<file path="config.mk">
export PLATFORM = sky130hd
export DESIGN_NAME = mips_main_fsm
export DESIGN_NICKNAME = d
export VERILOG_FILES = /design/src/rtl/mips_main_fsm.sv
export SDC_FILE = /design/constraint.sdc
export NUM_CORES = 1
export LEC_CHECK = 0
export CELL_PAD_IN_SITES_DETAIL_PLACEMENT = 0
export CELL_PAD_IN_SITES_GLOBAL_PLACEMENT = 1
export CORE_MARGIN = 5
export CORE_UTILIZATION = 37
export CTS_CLUSTER_SIZE = 14
export DETAILED_ROUTE_END_ITERATION = 7
export PLACE_DENSITY = 0.89
export SLEW_MARGIN = 30
export SYNTH_ARGS = -nofsm -noshare
export SYNTH_HDL_FRONTEND = slang
export SYNTH_SLANG_ARGS = --single-unit
export TNS_END_PERCENT = 100
</file>
<file path="constraint.sdc">
create_clock -name clk -period 1.95 [get_ports clk]
set_input_delay 0.39 -clock clk [delete_from_list [all_inputs] [get_ports clk]]
set_output_delay 0.39 -clock clk [all_outputs]
set_load 0.1 [all_outputs]
</file>
<file path="src/rtl/mips_main_fsm.sv">
// mips_main_fsm: state sequencer for the multicycle MIPS datapath
//   clk, rst          : clock and asynchronous active-high reset
//   opcode_i, funct_i : IR[31:26] and IR[5:0]
//   zero_i            : ALU zero flag, used in BRANCH
//   mem_ready_i       : memory read/write completion
//   state_o           : current state code for the control decoder
//   pc_write_o, ir_write_o, reg_write_o, mem_wr_ena_o, mem_req_o : datapath strobes
//   halted_o, timeout_o : in HALT, sticky memory-wait timeout
//   instr_count_o     : retired-instruction counter
module mips_main_fsm #(
   parameter int COUNT_WIDTH = 32,
   parameter int MEM_TIMEOUT = 15
) (
   input  logic                   clk,
   input  logic                   rst,
   input  logic [5:0]             opcode_i,
   input  logic [5:0]             funct_i,
   input  logic                   zero_i,
   input  logic                   mem_ready_i,
   output logic [3:0]             state_o,
   output logic                   pc_write_o,
   output logic                   ir_write_o,
   output logic                   reg_write_o,
   output logic                   mem_wr_ena_o,
   output logic                   mem_req_o,
   output logic                   halted_o,
   output logic                   timeout_o,
   output logic [COUNT_WIDTH-1:0] instr_count_o
);
   localparam int WW = $clog2(MEM_TIMEOUT + 1);
   typedef enum logic [3:0] {
      FETCH         = 4'd0,
      READ_MEM      = 4'd1,
      DECODE        = 4'd2,
      EXECUTE       = 4'd3,
      ALU_WB        = 4'd4,
      MEM_ADDR      = 4'd5,
      MEM_READ      = 4'd6,
      MEM_WB        = 4'd7,
      MEM_WRITE     = 4'd8,
      BRANCH        = 4'd9,
      JUMP          = 4'd10,
      IMM_EXECUTE   = 4'd11,
      HALT          = 4'd15
   } state_t;
   state_t                 state_q, state_d;
   logic [WW-1:0]          wait_q, wait_d;
   logic [COUNT_WIDTH-1:0] count_q, count_d;
   logic                   timeout_q, timeout_d;
   logic                   waiting, expired, taken, retire, unused_funct;
   assign unused_funct = ^funct_i[4:0];
   assign waiting = (state_q == READ_MEM) | (state_q == MEM_READ) | (state_q == MEM_WRITE);
   // wait_q holds the not-ready cycles already spent, so this is the MEM_TIMEOUT-th one
   assign expired = waiting & ~mem_ready_i & (wait_q == WW'(MEM_TIMEOUT - 1));
   assign taken   = (opcode_i == 6'h04) ? zero_i : ~zero_i;
   assign retire  = (state_q == ALU_WB) | (state_q == MEM_WB) | (state_q == BRANCH) |
                    (state_q == JUMP) | ((state_q == MEM_WRITE) & mem_ready_i);
   always_comb begin
      state_d = state_q;
      case (state_q)
         FETCH:                  state_d = READ_MEM;
         READ_MEM:               state_d = mem_ready_i ? DECODE : READ_MEM;
         DECODE:
            case (opcode_i)
               6'h00:            state_d = funct_i[5] ? EXECUTE : HALT;
               6'h23, 6'h2B:     state_d = MEM_ADDR;
               6'h04, 6'h05:     state_d = BRANCH;
               6'h02:            state_d = JUMP;
               6'h08:            state_d = IMM_EXECUTE;
               default:          state_d = HALT;
            endcase
         EXECUTE, IMM_EXECUTE:   state_d = ALU_WB;
         ALU_WB, MEM_WB:         state_d = FETCH;
         BRANCH, JUMP:           state_d = FETCH;
         MEM_ADDR:               state_d = (opcode_i == 6'h23) ? MEM_READ : MEM_WRITE;
         MEM_READ:               state_d = mem_ready_i ? MEM_WB : MEM_READ;
         MEM_WRITE:              state_d = mem_ready_i ? FETCH : MEM_WRITE;
         default:                state_d = HALT;
      endcase
      if (expired) state_d = HALT;
   end
   // any cycle outside a not-ready wait leaves the counter at zero for the next wait
   assign wait_d    = (waiting & ~mem_ready_i & ~expired) ? wait_q + WW'(1) : '0;
   assign timeout_d = timeout_q | expired;
   assign count_d   = retire ? count_q + COUNT_WIDTH'(1) : count_q;
   always_ff @(posedge clk or posedge rst) begin
      if (rst) begin
         state_q   <= FETCH;
         wait_q    <= '0;
         count_q   <= '0;
         timeout_q <= 1'b0;
      end else begin
         state_q   <= state_d;
         wait_q    <= wait_d;
         count_q   <= count_d;
         timeout_q <= timeout_d;
      end
   end
   assign state_o       = state_q;
   assign pc_write_o    = (state_q == FETCH) | (state_q == JUMP) | ((state_q == BRANCH) & taken);
   assign ir_write_o    = (state_q == READ_MEM) & mem_ready_i;
   assign reg_write_o   = (state_q == ALU_WB) | (state_q == MEM_WB);
   assign mem_wr_ena_o  = (state_q == MEM_WRITE) & mem_ready_i;
   assign mem_req_o     = waiting;
   assign halted_o      = (state_q == HALT);
   assign timeout_o     = timeout_q;
   assign instr_count_o = count_q;
endmodule

</file>
Word-level counts from Yosys, hierarchy flattened. Index checks and enable logic that the tools add are counted.

Output and inout port bits: 43. Input bits: 16. Flip-flop bits (word level): 41.

Eq/ne operators: 19. Add/sub/neg operators: 2. Reduce and logical (&&, ||, !) cells: 6. Bitwise operators: 18. Muxes and demuxes: 10.

Operators by type and width (count): 32-bit by 1-bit adder with 32-bit output, second input constant (1); 4-bit one-hot mux with 8 select lines (1); 4-bit equality test, second input constant (6); 4-bit two-way mux (5); 4-bit one-hot mux with 5 select lines (1); 4-bit by 3-bit equality test with 1-bit output, second input constant (4); 6-bit by 3-bit equality test with 1-bit output, second input constant (2); 6-bit equality test, second input constant (2); 1-bit bitwise OR (9); 4-bit by 2-bit equality test with 1-bit output, second input constant (2); 1-bit AND (6); 6-bit by 2-bit equality test with 1-bit output, second input constant (1); 6-bit by 4-bit equality test with 1-bit output, second input constant (1); 6-bit logical NOT (1); 2-bit OR reduction (3); 4-bit by 1-bit adder with 4-bit output, second input constant (1); 4-bit by 1-bit equality test with 1-bit output, second input constant (1); 4-bit logical NOT (1); 4-bit OR reduction (1); 1-bit inverter (3); 1-bit two-way mux (2); 2-bit two-way mux (1).

Longest topological paths before layout.
Word-level depth: 8. Gate-level depth with buffers: 7. Mapped depth without buffers: 6.

Least setup slack after synthesis. No wires, ideal clock.

Path type: reg-to-output. Start point: register state_q[3], in the netlist state_o[3]. End point: output port mem_wr_ena_o. Stages on the path, launching flop included: 3. Data required time: 1.560 ns. Setup slack: -2.119 ns. Path buffers: 0. Data arrival time: 3.679 ns. Cells stage by stage: dfrtp_1 or3b_4 nor3b_1.

Longest elaborated chain between the ends: 2.

Ends and longest elaborated chain: start, declared (line 46) `state_t state_q, state_d;`; start signal, assigned (line 93) `state_q <= state_d;`; 4-bit equality test (line 103) `assign mem_wr_ena_o = (state_q == MEM_WRITE) & mem_ready_i;`; 1-bit AND (line 103); end, declared (line 24) `output logic mem_wr_ena_o,`.

No other way between the ends.

Worst setup path after layout.
Start point: register state_q[2], in the netlist state_o[2]. End point: output port mem_wr_ena_o.

The elaborated chain is that of the path after synthesis.

==> reports/results.txt <==
Max Fclk = 468.5 MHz
Min-delay worst type = flip-flop to flip-flop
Final Hold Vio Count = 0
Worst hold start = instr_count_o[31]$_DFFE_PP0P_
Inserted Diodes = 0
Sequential fraction of the synthesis area = 46.28%
Initial DRC count = 86
Mapped Area = 2217 sq um
Clk_lat worst skew = 0.29 ns
DIE WIDTH = 87.41 microns
Final nets = 340
Die H = 87.41 microns
Post-route clock period utilization = 109.5%
HPWL Detailed = 4296 microns
Vias in the first global route = 2098
Global-route wire length before repair = 9991 microns
Commonest non-fill, non-tap cells in the layout = buf_4, buf_12, dfrtp_2
Routed vias/inst = 5.390
M3 GR Usage = 3.974%
Total CTS buffers = 5
Final WL = 6348 microns
Commonest non-fill, non-tap cell in the layout = buf_4
Die area = 7641 sq um
Share of cells above drive strength 1 = 54.35%
FF/Latch Area = 1081 sq um
Max-slew headroom = 62.35%
Gr ovfl total = 0
Wire per inst = 15.99 microns
Required time of the critical path = 1.56 ns
Yosys reg bits = 41
P&R area growth vs syn = 76.24%
Worst Max-Slew Pin Slew = 0.5647 ns
Clock skew = 0.003052 ns
Ys Warns = 0
CTS Buffer Depth = 2
Final setup TNS = -1.366 ns
Startpoint Class = flip-flop
Crit path DAT = 1.74 ns
Static Leak = 1.733 nW
Clock sinks = 41
Status = complete, but fails checks
Maximum vdd drop = 1.518 mV
Core area = 5886 sq um
FP Rows = 28
Pwr/cell area = 1285 nW/um^2
Hold Path End = instr_count_o[31]$_DFFE_PP0P_
H-tree Lvls = 2
Finished Cell Area = 3908 sq um
Total track usage = 16.61%
Placed Area = 3462 sq um
GRT Max-Usage Layer = met2
Root Buffer = clkbuf_8
Setup slack after layout = -0.1846 ns
Synth cell types = 43
Initial antenna violation count = 0
Syn_nets = 244
Failing checks = negative setup slack
GR Util met1 = 19.86%
Port bufs = 53
Hold depth = 1
RSZ-0062 raised after global routing = true
CP endpoint kind = output pin
Initial Utilization = 37.67%
Multi-input logic area = 1458 sq um
# DRC = 0
Largest net degree at the start of global routing = 42
Final setup viols = 22
Max-Cap Viols = 0
Reg2reg end = instr_count_o[23]$_DFFE_PP0P_
Placer Congestion = 0.7975
Ys async rst share = 100.0%
Setup Crit Path Kind = flip-flop to output pin
Cells on worst reg2reg path = 7
Number of synthesized flops with an enable pin = 0
Post-Syn Instances = 225
Post-DRT Antenna Nets = 0
Met2 usage = 28.36%
Number of hold buffers added after cts = 0
# fillers = 443
Clock Pin Slew Worst Setup and Hold Paths = 0.08 ns
Syn Area/Cell = 9.854 sq um
Slew Limit Fails = 0
Post-synth top flop = dfrtp_1
Worst Path Max Fanout = 2
Reg2Reg Setup Slack = -0.15 ns
CTS tree = built
Minimum clock period = 2.135 ns
Worst r2r src = state_o[2]$_DFF_PP0_
Num ports = 59
DR pass1 iterations = 4
Vias = 2140
per-stage QoR:
step	worst slack, ns	std cells	power (W)	util, %	hold slack [ns]
4_1_cts	-0.1915	392	0.004861	63.07	0.4736
6_report	-0.1846	397	0.005022	66.39	0.4708
5_1_grt	-0.2324	397	0.005212	66.39	0.4860
3_5_place_dp	-0.3715	376	0.004012	58.82	0.4589
2_1_floorplan	-0.4023	225	0.002984	-	0.4520
3_3_place_gp	-0.3225	376	0.003975	58.82	0.4561
power breakdown:
| group | internal, W | switching (W) |
|---|---|---|
| logic | 0.00127 | 0.00194 |
| clock network | 0.000320 | 0.000293 |
| registers | 0.00101 | 0.000190 |
| total | 0.00260 | 0.00243 |
flip-flops by register name, indices dropped and copies added, names as in the netlist:
| signal | count |
|---|---|
| state_o | 4 |
| timeout_o | 1 |
| instr_count_o | 32 |
| wait_q | 4 |
Yosys cell counts, types with 2 or more instances:
master,count,area share (%)
dfrtp_1,41,46
nor2_1,25,4.2
xor2_1,20,7.9
nand2_1,18,3.0
xnor2_1,16,6.3
nand3_1,13,2.9
nand4_1,10,2.8
and3_1,9,2.5
nor3_1,8,1.8
inv_1,6,1.0
and4_1,5,2.0
nor2b_1,5,1.4
o21ai_0,4,0.90
a21oi_1,3,0.68
clkbuf_1,3,0.51
ha_1,3,1.7
nand2b_1,3,0.85
nor4_1,3,0.85
nor4b_1,3,1.2
nor3b_1,2,0.68
o311ai_0,2,0.79
or2_2,2,0.56
metal layers:
metal	part of all wire, %	vias to the layer above
li1	-	993
met1	40	1070
met2	53	60
met3	4.6	17
met4	2.9	0
met5	0	-
critical path: stages (launching register included):
cell,delay [ns]
dfrtp_4,0.49
or3b_4,0.41
buf_6,0.13
nor3b_4,0.21
buf_12,0.20
final cells by class:
| cell class | count | share of cell area, % |
|---|---|---|
| inverter | 6 | 0.6724 |
| tap | 75 | 2.402 |
| clock buffer | 7 | 2.466 |
| timing repair buffer | 93 | 29.36 |
| sequential | 41 | 27.67 |
| multi-input combinational | 174 | 37.30 |
| clock inverter | 1 | 0.1281 |
how the worst max path moves through the flow:
stage,start,to,cells past startpoint
finish,state_o[2]$_DFF_PP0_,mem_wr_ena_o,4
global route,state_o[2]$_DFF_PP0_,mem_wr_ena_o,4
CTS,state_o[2]$_DFF_PP0_,mem_wr_ena_o,4
detailed placement,opcode_i[2],pc_write_o,7
global placement,opcode_i[2],pc_write_o,7
floorplan,state_o[1]$_DFF_PP0_,mem_wr_ena_o,2
kinds of logic after synthesis:
logic type               Yosys count  synth area share [%]
AND/OR/NAND/NOR                  112                 27.37
buffers and inverters             11                 2.088
XOR/XNOR                          36                 14.22
flip-flops                        41                 46.28
multiplexers                       2                0.9593
adder cells (fa/ha/maj)            3                 1.693
AO/OA/AOI/OAI                     20                 7.394
what timing repair did:
item	4_1_cts	5_1_grt
gates cloned	1	1
pin swaps	28	27
endpoints found under the hold margin	0	0
resized for setup	31	34
setup endpoints to repair	9	32
buffers inserted	8	4
(Power assumes the default switching activity.)
==> patch: new RTL, same settings <==
Reset style: synchronous (`rst`), changed in one clocked block. Comments in the files are not updated.
--- a/src/rtl/mips_main_fsm.sv
+++ b/src/rtl/mips_main_fsm.sv
@@ -83,7 +83,7 @@
    assign wait_d    = (waiting & ~mem_ready_i & ~expired) ? wait_q + WW'(1) : '0;
    assign timeout_d = timeout_q | expired;
    assign count_d   = retire ? count_q + COUNT_WIDTH'(1) : count_q;
-   always_ff @(posedge clk or posedge rst) begin
+   always_ff @(posedge clk) begin
       if (rst) begin
          state_q   <= FETCH;
          wait_q    <= '0;
Function: differs if rst is asserted again (counterexample within 4 cycles, from zero or initial values and one cycle with rst high); with rst held inactive, the same outputs for 10 cycles.
==> patch against the unedited design <==
- synthesized area grew 1.5%
- sequential cell count is the same
- setup slack gained 0.17 ns
- design area shrank 13%
- sequential share of layout area shrank 1.0 points
- the run still ends with negative setup slack left
- routed wire length shrank 7.5%
- non-clock buffer count is the same
Power is not compared: it rests on default switching activity, and its combinational part moved more than twofold at a synthesized area within 25%.
==> patch: results (changes against the unedited design) <==
.. list-table::
   :header-rows: 1

   * - Metric
     - Value
   * - Worst-case clock skew
     - 0.00873 ns (+0.00568 ns)
   * - Switching component of the power
     - 0.621 mW
   * - Fill cell total of the finished layout
     - 521 (+18%)
   * - Number of global-route vias before repair
     - 2034 (-3.1%)
   * - Nets in the synthesized netlist
     - 284 (+16%)
   * - Endpoint of the lowest-slack register-to-register path
     - instr_count_o[27]
   * - Post-synthesis sequential area ratio
     - 0.365 (-0.0981)
   * - Total setup violations reported at the end of the flow
     - 1 (-95%)
   * - Final layout net count
     - 370 (+8.8%)
   * - R2R Setup Slk
     - 0.07 ns (+0.22 ns)
   * - Post-synthesis compound-gate area fraction
     - 0.226 (+0.152)
   * - Worst VDD drop
     - 0.000424 V
   * - Wire length on met3
     - 320 um (+8.5%)
   * - Multi-input gates
     - 204 (+17%)
   * - Hold Startpoint
     - timeout_o
   * - Seq area share
     - 0.267 (-0.0101)
   * - Share of final layout cell area taken by clock buffers and inverters
     - 0.0311 (+0.00519)
   * - Cells after DPL
     - 409 (+8.8%)
   * - Run status
     - finished with violations
   * - Lkg Pwr
     - 1.31 nW
   * - Half-perimeter wire length after placement
     - 4.31 mm (+0.33%)
   * - Cell count after synthesis
     - 265 (+18%)
   * - Violations in the final reports
     - negative setup slack
   * - Routability congestion estimate from global placement
     - 0.826 (+3.5%)
   * - Adder and majority cell fraction of the synthesized area
     - 0.0167 (-0.000254)
   * - Fraction of cell area in non-clock buffers
     - 0.254 (-0.0399)
   * - Synthesized-area fraction occupied by xor and xnor cells
     - 0.0661 (-0.0761)
   * - GRT Util Overall
     - 0.152 (-0.0139)
   * - Avg WL per Cell
     - 13.8 um (-14%)
   * - Multi-input gate area
     - 1420 um^2 (-2.8%)
   * - Top FF cell, synth
     - sky130_fd_sc_hd__dfxtp_1
   * - Wire length of the first global-routing pass
     - 9.53 mm (-4.6%)
   * - Launch point of the worst reg-to-reg path
     - state_o[1]
   * - Async set-reset flop share out of synthesis
     - 0 (-1.00)
   * - Smallest setup slack after layout
     - -0.0104 ns (+0.174 ns)
   * - Hold EP
     - timeout_o
   * - Clock tree buffer count of the final layout
     - 6 (-1)
   * - Peak per-stage delay on the critical path
     - 0.37 ns (-0.12 ns)
   * - CP arrival
     - 1.57 ns (-0.17 ns)
   * - Count of cell types in the netlist
     - 56 (+30%)
   * - Worst-case headroom to the max-slew limit
     - 0.763 (+0.140)
   * - Max layer used
     - met4
   * - Total Negative Setup Slacks
     - -0.0104 ns (+1.36 ns)
   * - Detailed router's first-iteration violation count
     - 57 (-34%)
   * - Largest net degree at the start of global routing
     - 18 (-57%)
   * - Crit path max-delay cell type
     - sky130_fd_sc_hd__dfxtp_4
   * - Biggest area contributors in the synthesized netlist
     - sky130_fd_sc_hd__dfxtp_1, sky130_fd_sc_hd__a21oi_1, sky130_fd_sc_hd__o21ai_0
   * - Wirelength, routed
     - 5.87 mm (-7.5%)
   * - Biggest fanout along the worst timing path
     - 7 (+5)
   * - CTS max path bufs
     - 2 (unchanged)
==> patch: changes by cell type after synthesis, sizes merged, moves of 6 or more <==
cell / change
dfxtp: +41
or3: +18
a21oi: +23
nand2: -6
xnor2: -12
dfrtp: -41
xor2: -7
nand4: -6
o2111ai: +6
o21ai: +19
==> patch: worst max path at each step <==
stage                            from      endpoint  cells after the start
after floorplan            state_o[3]  mem_wr_ena_o                      3
after global placement    opcode_i[3]    pc_write_o                      7
after detailed placement  opcode_i[2]    pc_write_o                      7
after CTS                  state_o[1]   reg_write_o                      5
after global routing       state_o[1]   reg_write_o                      5
final                      state_o[1]   reg_write_o                      5
==> patch: tightest hold or removal path: stages, from the launching register on <==
cell	delay [ns]
sky130_fd_sc_hd__dfxtp_1	0.32
sky130_fd_sc_hd__inv_1	0.05
sky130_fd_sc_hd__a21oi_1	0.05
==> patch: metrics by stage <==
step | setup WS, ns | area [um^2] | utilization | power (mW) | hold WS, ns
after floorplan | -0.272 | 2430 | - | 1.19 | 0.430
after global placement | -0.345 | 3220 | 0.543 | 1.39 | 0.441
after detailed placement | -0.349 | 3220 | 0.543 | 1.39 | 0.449
after CTS | -0.0339 | 3340 | 0.564 | 2.06 | 0.463
after global routing | -0.0706 | 3420 | 0.577 | 2.15 | 0.512
final | -0.0104 | 3420 | 0.577 | 2.04 | 0.456
==> patch: repair_timing <==
item,4_1_cts,5_1_grt
endpoints found under the setup margin,8,7
hold buffers,0,0
resized for setup,16,14
cloned,0,0
pin swaps,5,7
hold endpoints to repair,0,0
setup buffers,1,9
==> patch: metal layers <==
metal | vias to the layer above | global-route usage
li1 | 1147 | -
met5 | - | 0
met1 | 1052 | 0.207
met4 | 0 | 0.0377
met2 | 45 | 0.241
met3 | 4 | 0.0395
